### config.mk
export PLATFORM = sky130hd
export DESIGN_NAME = alarm_zone_sequencer
export DESIGN_NICKNAME = d
export VERILOG_FILES = /design/src/rtl/alarm_zone_sequencer.sv
export SDC_FILE = /design/constraint.sdc
export NUM_CORES = 1
export LEC_CHECK = 0
export CORE_AREA = 4 4 60 73
export DETAILED_ROUTE_END_ITERATION = 8
export DIE_AREA = 0 0 64 77
export PLACE_DENSITY = 0.74
export SLEW_MARGIN = 20
export SYNTH_ARGS = -nofsm -noshare
export SYNTH_HDL_FRONTEND = slang
export SYNTH_SLANG_ARGS = --single-unit
### constraint.sdc
create_clock -name clk -period 2.2 [get_ports clk]
set_input_delay 0.44 -clock clk [delete_from_list [all_inputs] [get_ports clk]]
set_output_delay 0.44 -clock clk [all_outputs]
set_load 0.01 [all_outputs]
### src/rtl/alarm_zone_sequencer.sv
`default_nettype none
// ============================================================================
// Module      : alarm_zone_sequencer
// Description : Arming and reporting controller for a multi-zone security
//               path. Sequences DISARMED -> EXIT_DELAY -> ARMED ->
//               ENTRY_DELAY -> ALARM with programmable timers and keypad
//               disarm-code checking. Tripped zones are latched and reported
//               one at a time over a valid/ready channel with round-robin
//               fairness.
// Ports       : clk, rst_n        clock, asynchronous active-low reset
//               arm_req          single-cycle arm request
//               code_valid       disarm_code is presented this cycle
//               disarm_code[7:0] keypad code
//               zone_trip[N-1:0] raw sensor trip (level)
//               zone_en[N-1:0]   per-zone enable
//               rpt_ready        report sink accepts
//               state[2:0]       current phase
//               armed, siren     registered status outputs
//               arm_fail         one-cycle pulse on a refused arm request
//               rpt_valid        report pending
//               rpt_zone         reported zone index
// Revision    : 1.0  initial release
// ============================================================================
module alarm_zone_sequencer #(
    parameter int unsigned NUM_ZONES   = 4,
    parameter int unsigned EXIT_DLY    = 16,
    parameter int unsigned ENTRY_DLY   = 8,
    parameter int unsigned SIREN_TIME  = 32,
    parameter logic [7:0]  DISARM_CODE = 8'hA5,
    parameter int unsigned MAX_BAD     = 3,
    localparam int unsigned ZONE_W     = $clog2(NUM_ZONES)
) (
    input  logic                 clk,
    input  logic                 rst_n,
    input  logic                 arm_req,
    input  logic                 code_valid,
    input  logic [7:0]           disarm_code,
    input  logic [NUM_ZONES-1:0] zone_trip,
    input  logic [NUM_ZONES-1:0] zone_en,
    input  logic                 rpt_ready,
    output logic [2:0]           state,
    output logic                 armed,
    output logic                 siren,
    output logic                 arm_fail,
    output logic                 rpt_valid,
    output logic [ZONE_W-1:0]    rpt_zone
);

    typedef enum logic [2:0] {
        ST_DISARMED    = 3'd0,
        ST_EXIT_DELAY  = 3'd1,
        ST_ARMED       = 3'd2,
        ST_ENTRY_DELAY = 3'd3,
        ST_ALARM       = 3'd4
    } state_t;

    localparam logic [7:0]        c_exit_load  = 8'(EXIT_DLY - 1);
    localparam logic [7:0]        c_entry_load = 8'(ENTRY_DLY - 1);
    localparam logic [7:0]        c_siren_load = 8'(SIREN_TIME - 1);
    localparam logic [2:0]        c_max_bad    = 3'(MAX_BAD);
    localparam logic [ZONE_W:0]   c_num_zones  = (ZONE_W + 1)'(NUM_ZONES);
    localparam logic [ZONE_W-1:0] c_last_zone  = ZONE_W'(NUM_ZONES - 1);

    state_t                state_q, state_d;
    logic [7:0]            timer_q, timer_d;
    logic [1:0]            bad_cnt_q, bad_cnt_d;
    logic [NUM_ZONES-1:0]  pending_q, pending_d;
    logic [ZONE_W-1:0]     rr_ptr_q, rr_ptr_d;
    logic                  rpt_valid_q, rpt_valid_d;
    logic [ZONE_W-1:0]     rpt_zone_q, rpt_zone_d;
    logic                  siren_q, siren_d;
    logic                  armed_q, armed_d;
    logic                  arm_fail_q, arm_fail_d;

    logic [NUM_ZONES-1:0]  w_trip;
    logic                  w_good;
    logic                  w_bad;
    logic                  w_active;
    logic [2:0]            w_bad_inc;
    logic                  w_bad_force;
    logic [ZONE_W-1:0]     w_sel;
    logic                  w_found;
    logic [ZONE_W:0]       w_cand;

    assign w_trip      = zone_trip & zone_en;
    assign w_good      = code_valid && (disarm_code == DISARM_CODE);
    assign w_bad       = code_valid && !w_good;
    assign w_active    = (state_q != ST_DISARMED);
    assign w_bad_inc   = {1'b0, bad_cnt_q} + 3'd1;
    // The wrong code that would bring the count to MAX_BAD forces ALARM.
    assign w_bad_force = w_active && w_bad && (w_bad_inc == c_max_bad);

    // ------------------------------------------------------------------
    // Phase sequencer
    // ------------------------------------------------------------------
    always_comb begin
        state_d    = state_q;
        timer_d    = timer_q;
        bad_cnt_d  = bad_cnt_q;
        arm_fail_d = 1'b0;

        if (state_q == ST_DISARMED) begin
            bad_cnt_d = 2'd0;
            if (arm_req) begin
                if (w_trip == '0) begin
                    state_d = ST_EXIT_DELAY;
                    timer_d = c_exit_load;
                end else begin
                    arm_fail_d = 1'b1;
                end
            end
        end else if (w_good) begin
            state_d   = ST_DISARMED;
            timer_d   = 8'd0;
            bad_cnt_d = 2'd0;
        end else if (w_bad_force) begin
            // Also taken from ALARM itself, which reloads the siren timer.
            state_d   = ST_ALARM;
            timer_d   = c_siren_load;
            bad_cnt_d = 2'd0;
        end else begin
            if (w_bad) begin
                bad_cnt_d = w_bad_inc[1:0];
            end
            case (state_q)
                ST_EXIT_DELAY: begin
                    if (timer_q == 8'd0) state_d = ST_ARMED;
                    else                 timer_d = timer_q - 8'd1;
                end
                ST_ARMED: begin
                    if (w_trip != '0) begin
                        state_d = ST_ENTRY_DELAY;
                        timer_d = c_entry_load;
                    end
                end
                ST_ENTRY_DELAY: begin
                    if (timer_q == 8'd0) begin
                        state_d = ST_ALARM;
                        timer_d = c_siren_load;
                    end else begin
                        timer_d = timer_q - 8'd1;
                    end
                end
                ST_ALARM: begin
                    if (timer_q == 8'd0) state_d = ST_ARMED;
                    else                 timer_d = timer_q - 8'd1;
                end
                default: begin
                    state_d = ST_DISARMED;
                    timer_d = 8'd0;
                end
            endcase
        end

        // Status outputs are registered from the next phase so they change
        // on the same edge as the phase itself.
        armed_d = (state_d == ST_ARMED) || (state_d == ST_ENTRY_DELAY) ||
                  (state_d == ST_ALARM);
        siren_d = (state_d == ST_ALARM);
    end

    // ------------------------------------------------------------------
    // Round-robin search: first pending zone at or above rr_ptr, wrapping.
    // ------------------------------------------------------------------
    always_comb begin
        w_sel   = '0;
        w_found = 1'b0;
        w_cand  = '0;
        for (int i = 0; i < NUM_ZONES; i++) begin
            w_cand = {1'b0, rr_ptr_q} + (ZONE_W + 1)'(i);
            if (w_cand >= c_num_zones) begin
                w_cand = w_cand - c_num_zones;
            end
            if (!w_found && pending_q[w_cand[ZONE_W-1:0]]) begin
                w_found = 1'b1;
                w_sel   = w_cand[ZONE_W-1:0];
            end
        end
    end

    // ------------------------------------------------------------------
    // Pending latch and report channel
    // ------------------------------------------------------------------
    always_comb begin
        pending_d   = pending_q;
        rr_ptr_d    = rr_ptr_q;
        rpt_valid_d = rpt_valid_q;
        rpt_zone_d  = rpt_zone_q;

        if (w_active && w_good) begin
            // Disarm is the only way a report is withdrawn without handshake.
            pending_d   = '0;
            rr_ptr_d    = '0;
            rpt_valid_d = 1'b0;
        end else begin
            if (rpt_valid_q && rpt_ready) begin
                pending_d[rpt_zone_q] = 1'b0;
                rr_ptr_d    = (rpt_zone_q == c_last_zone) ? '0 : rpt_zone_q + ZONE_W'(1);
                rpt_valid_d = 1'b0;
            end else if (!rpt_valid_q && w_found) begin
                rpt_valid_d = 1'b1;
                rpt_zone_d  = w_sel;
            end
            // Applied after the handshake clear so a re-trip on that cycle wins.
            if ((state_q == ST_ARMED) || (state_q == ST_ENTRY_DELAY) ||
                (state_q == ST_ALARM)) begin
                pending_d = pending_d | w_trip;
            end
        end
    end

    always_ff @(posedge clk or negedge rst_n) begin
        if (!rst_n) begin
            state_q     <= ST_DISARMED;
            timer_q     <= 8'd0;
            bad_cnt_q   <= 2'd0;
            pending_q   <= '0;
            rr_ptr_q    <= '0;
            rpt_valid_q <= 1'b0;
            rpt_zone_q  <= '0;
            siren_q     <= 1'b0;
            armed_q     <= 1'b0;
            arm_fail_q  <= 1'b0;
        end else begin
            state_q     <= state_d;
            timer_q     <= timer_d;
            bad_cnt_q   <= bad_cnt_d;
            pending_q   <= pending_d;
            rr_ptr_q    <= rr_ptr_d;
            rpt_valid_q <= rpt_valid_d;
            rpt_zone_q  <= rpt_zone_d;
            siren_q     <= siren_d;
            armed_q     <= armed_d;
            arm_fail_q  <= arm_fail_d;
        end
    end

    assign state     = state_q;
    assign armed     = armed_q;
    assign siren     = siren_q;
    assign arm_fail  = arm_fail_q;
    assign rpt_valid = rpt_valid_q;
    assign rpt_zone  = rpt_zone_q;

endmodule
`default_nettype wire

==> out/metrics.json <==
{
  "ys_ff_latch": 25,
  "vias_per_cell": 5.55,
  "antenna_cells": 0,
  "post_synth_main_area_contributors": "dfrtp_1 (37%), ha_1 (5.2%), nor2_1 (4.0%)",
  "worstSetupEndpointType": "register",
  "via_total_after_detailed_routing": 1676,
  "synthFlopType": "dfrtp_1",
  "fraction_of_power_consumed_by_the_clock_network_pct": 9.5,
  "synth.cell_area_mm2": 0.00170,
  "clock_tree_from_tritoncts": "done",
  "fin_worst_skew_ns": 0.00148,
  "cts_inserted_buffers": 3,
  "std_cell_core_area_mm2": 0.00363,
  "worst-endpoint-arrival_ns": 2.30,
  "min_cycle_time_layout_ns": 2.12,
  "fp.dieArea_mm2": 0.00493,
  "wl_per_cell_um": 14.2,
  "yosys-mux-area-fraction_pct": 2.87,
  "synth_edf_count": 0,
  "synthesized_instance_count": 186,
  "power.internal_uw": 1720,
  "slew_viol_final": 0,
  "dp_hpwl_um": 3380,
  "worst_reg2reg_startpoint": "timer_q[2]$_DFFE_PN0P_",
  "globalRoute.totalOverflow": 0,
  "placement_rows": 24,
  "number_of_global_route_vias_before_repair": 1608,
  "seq_power_share_pct": 28.1,
  "synth_top_family_by_area": "compound AO/OA/AOI/OAI gates",
  "postSynth.asyncResetShare_pct": 100,
  "critical_path_peak_fanout": 7,
  "design.final.nets": 279,
  "synth_nets": 214,
  "clk_latency_ns": 0.27,
  "detailedRoute.firstIterationViolations": 90,
  "class_of_the_tightest_hold_or_removal_check": "primary input to async pin",
  "p_switching_uw": 1150,
  "vdd_ir_drop_max_uv": 524,
  "clock_slew_at_the_register_clock_pins_of_the_worst_setup_and_hold_paths_ns": 0.09,
  "detail_route.drc_violations": 0,
  "grt_usage_pct": 17.9,
  "power.share.combinational_pct": 62.3,
  "finalWeightedCongestion": 0.872,
  "finalWirelength_um": 4300,
  "hold_slack_ns": 0.540,
  "average_cell_area_after_synthesis_um2": 9.14,
  "critical_path.reg2reg.endpoint": "timer_q[4]$_DFFE_PN0P_",
  "yosys.area_share.adder_pct": 5.15,
  "route.antenna.remaining_nets": 0,
  "cts_max_level": 1,
  "worst-r2r-setup-slack_ns": 0.08,
  "power-per-cell-area_mw_per_mm2": 1210,
  "switching_share_pct": 40.1,
  "count_of_port_buffers_added_during_placement": 29,
  "number_of_hold_buffers_added_after_cts": 0,
  "drive_gt1_share_pct": 24.8,
  "min_period_over_period_pct": 96.5,
  "rsz_0062_raised_after_global_routing": "no",
  "max_freq_mhz": 471,
  "detailedRoute.firstPassIterationCount": 4,
  "outcome": "completed",
  "clockBufferDepth": 2,
  "total_leakage_power_uw": 0.00103,
  "final.setup.tns_ns": 0,
  "initial_core_util_pct": 46.8,
  "sink_count": 25,
  "initial_antenna_violation_count": 0,
  "tightest_slew_ns": 0.524,
  "die_x_um": 64,
  "synth.top_cells.by_count": "dfrtp_1 (25), nor2_1 (18), nand2_1 (17)",
  "ys_warn_count": 0,
  "grt_pass1_wl_um": 7090,
  "cell_taking_the_most_area_after_synthesis": "dfrtp_1",
  "synth_compound_area_share_pct": 24.7,
  "most_frequently_used_cell_type_in_the_post_synthesis_netlist": "dfrtp_1",
  "sequential_cell_area_fraction_in_the_yosys_report_pct": 36.8,
  "die_h_um": 77,
  "worst-endpoint-required_ns": 2.37,
  "ios": 30,
  "final_report_setup_violation_count": 0,
  "start_kind": "register",
  "worstSetupPathType": "register to register",
  "post-synth-top-area-fraction_pct": 36.8,
  "grt_max_degree": 26,
  "clockRootBuffer": "clkbuf_8",
  "netlist_cell_types": 53,
  "syn_to_final_growth_pct": 39.6,
  "timing.final.hold_violations": 0,
  "synth_xor_area_share_pct": 1.55,
  "maxSlewHeadroom_pct": 64.8,
  "worst_r2r_path_depth": 6,
  "synth-simple-area-share_pct": 23.3,
  "cap_violations": 0
}
final cells by class:
type	count	area [um2]
fillers	309	1260
multi-input cells	141	1010
clock buffers	4	45.0
repair buffers	67	576
flip-flops and latches	25	626
inverters	13	48.8
well taps	52	65.1
per-layer routing:
metal	vias up	global-route usage, %	part of all wire [%]
met5	-	0	0
met4	0	6.48	2.0
met3	8	2.34	5.7
met2	62	33.3	52
met1	785	20.4	40
li1	821	-	-
state kept, by name, indices dropped and copies added, names as in the netlist:
register,flops
state,3
siren,1
arm_fail,1
rr_ptr_q,2
rpt_valid,1
rpt_zone,2
pending_q,4
timer_q,8
bad_cnt_q,2
armed,1
cells in the final DEF (no fill, tap or decap), types with 2 or more instances in the layout:
cell type,netlist,routed
xnor2_1,2,2
nor3b_1,3,3
o21ai_0,8,7
buf_4,1,38
o211ai_1,3,3
nand2b_1,3,3
inv_1,13,11
nor3_1,6,6
ha_1,7,6
nand4b_1,2,2
clkdlybuf4s50_1,0,29
nand2_1,17,17
nand3_1,2,2
nor4_1,2,2
o2bb2ai_1,2,2
or4_1,3,2
or3_4,1,2
o31ai_1,4,4
a22oi_1,4,4
clkbuf_8,0,3
mux2_2,3,3
inv_2,0,2
a211oi_1,2,2
a21oi_1,13,13
a32oi_1,4,4
o21a_1,2,2
and4bb_2,2,2
dfrtp_1,25,25
and2_1,2,2
or4_4,0,2
nor2_1,18,18
a221oi_1,3,3
power groups by stage:
stage	combinational (uW)	sequential, uW	clock (uW)
CTS	1730	800	280
global route	1970	829	297
floorplan	964	829	0
finish	1780	805	273
global placement	1660	799	0
detailed placement	1690	804	0
repair_timing:
item	4_1_cts	5_1_grt
resized for setup	5	5
setup endpoints to repair	4	4
buffers inserted	1	1
pin swaps	4	8
worst max-delay path, cell delays in order (launching register included):
cell and delay (ns):
dfrtp_1 0.39, or4_4 0.57, buf_4 0.18, or3_4 0.38, a22oi_1 0.15, o211ai_1 0.14, o31ai_1 0.23
metrics by stage:
step | utilization (%) | power (uW) | worst slack, ns | instances | cell area, um2
detailed placement | 62.7 | 2490 | -0.208 | 296 | 2280
CTS | 64.6 | 2810 | 0.00457 | 301 | 2350
floorplan | - | 1790 | 0.0321 | 186 | 1700
global placement | 62.7 | 2460 | -0.186 | 296 | 2280
global route | 65.3 | 3090 | 0.00476 | 302 | 2370
finish | 65.3 | 2860 | 0.0774 | 302 | 2370
how the worst max path moves through the flow:
stage,slack [ns],cells after the start,startpoint,end
after detailed placement,-0.21,6,disarm_code[3],timer_q[0]$_DFFE_PN0P_
after floorplan,0.03,7,state[2]$_DFF_PN0_,timer_q[2]$_DFFE_PN0P_
after CTS,0.005,7,timer_q[1]$_DFFE_PN0P_,timer_q[4]$_DFFE_PN0P_
after global routing,0.005,7,timer_q[2]$_DFFE_PN0P_,timer_q[6]$_DFFE_PN0P_
final,0.08,6,timer_q[2]$_DFFE_PN0P_,timer_q[4]$_DFFE_PN0P_
after global placement,-0.19,7,zone_trip[0],timer_q[0]$_DFFE_PN0P_
cell families after synthesis:
| group | count (synthesis) |
|---|---|
| XOR/XNOR | 3 |
| adder cells (fa/ha/maj) | 7 |
| AND/OR/NAND/NOR | 71 |
| AO/OA/AOI/OAI | 56 |
| flip-flops | 25 |
| multiplexers | 4 |
| buffers and inverters | 20 |
Power figures use the tool's default switching activity.
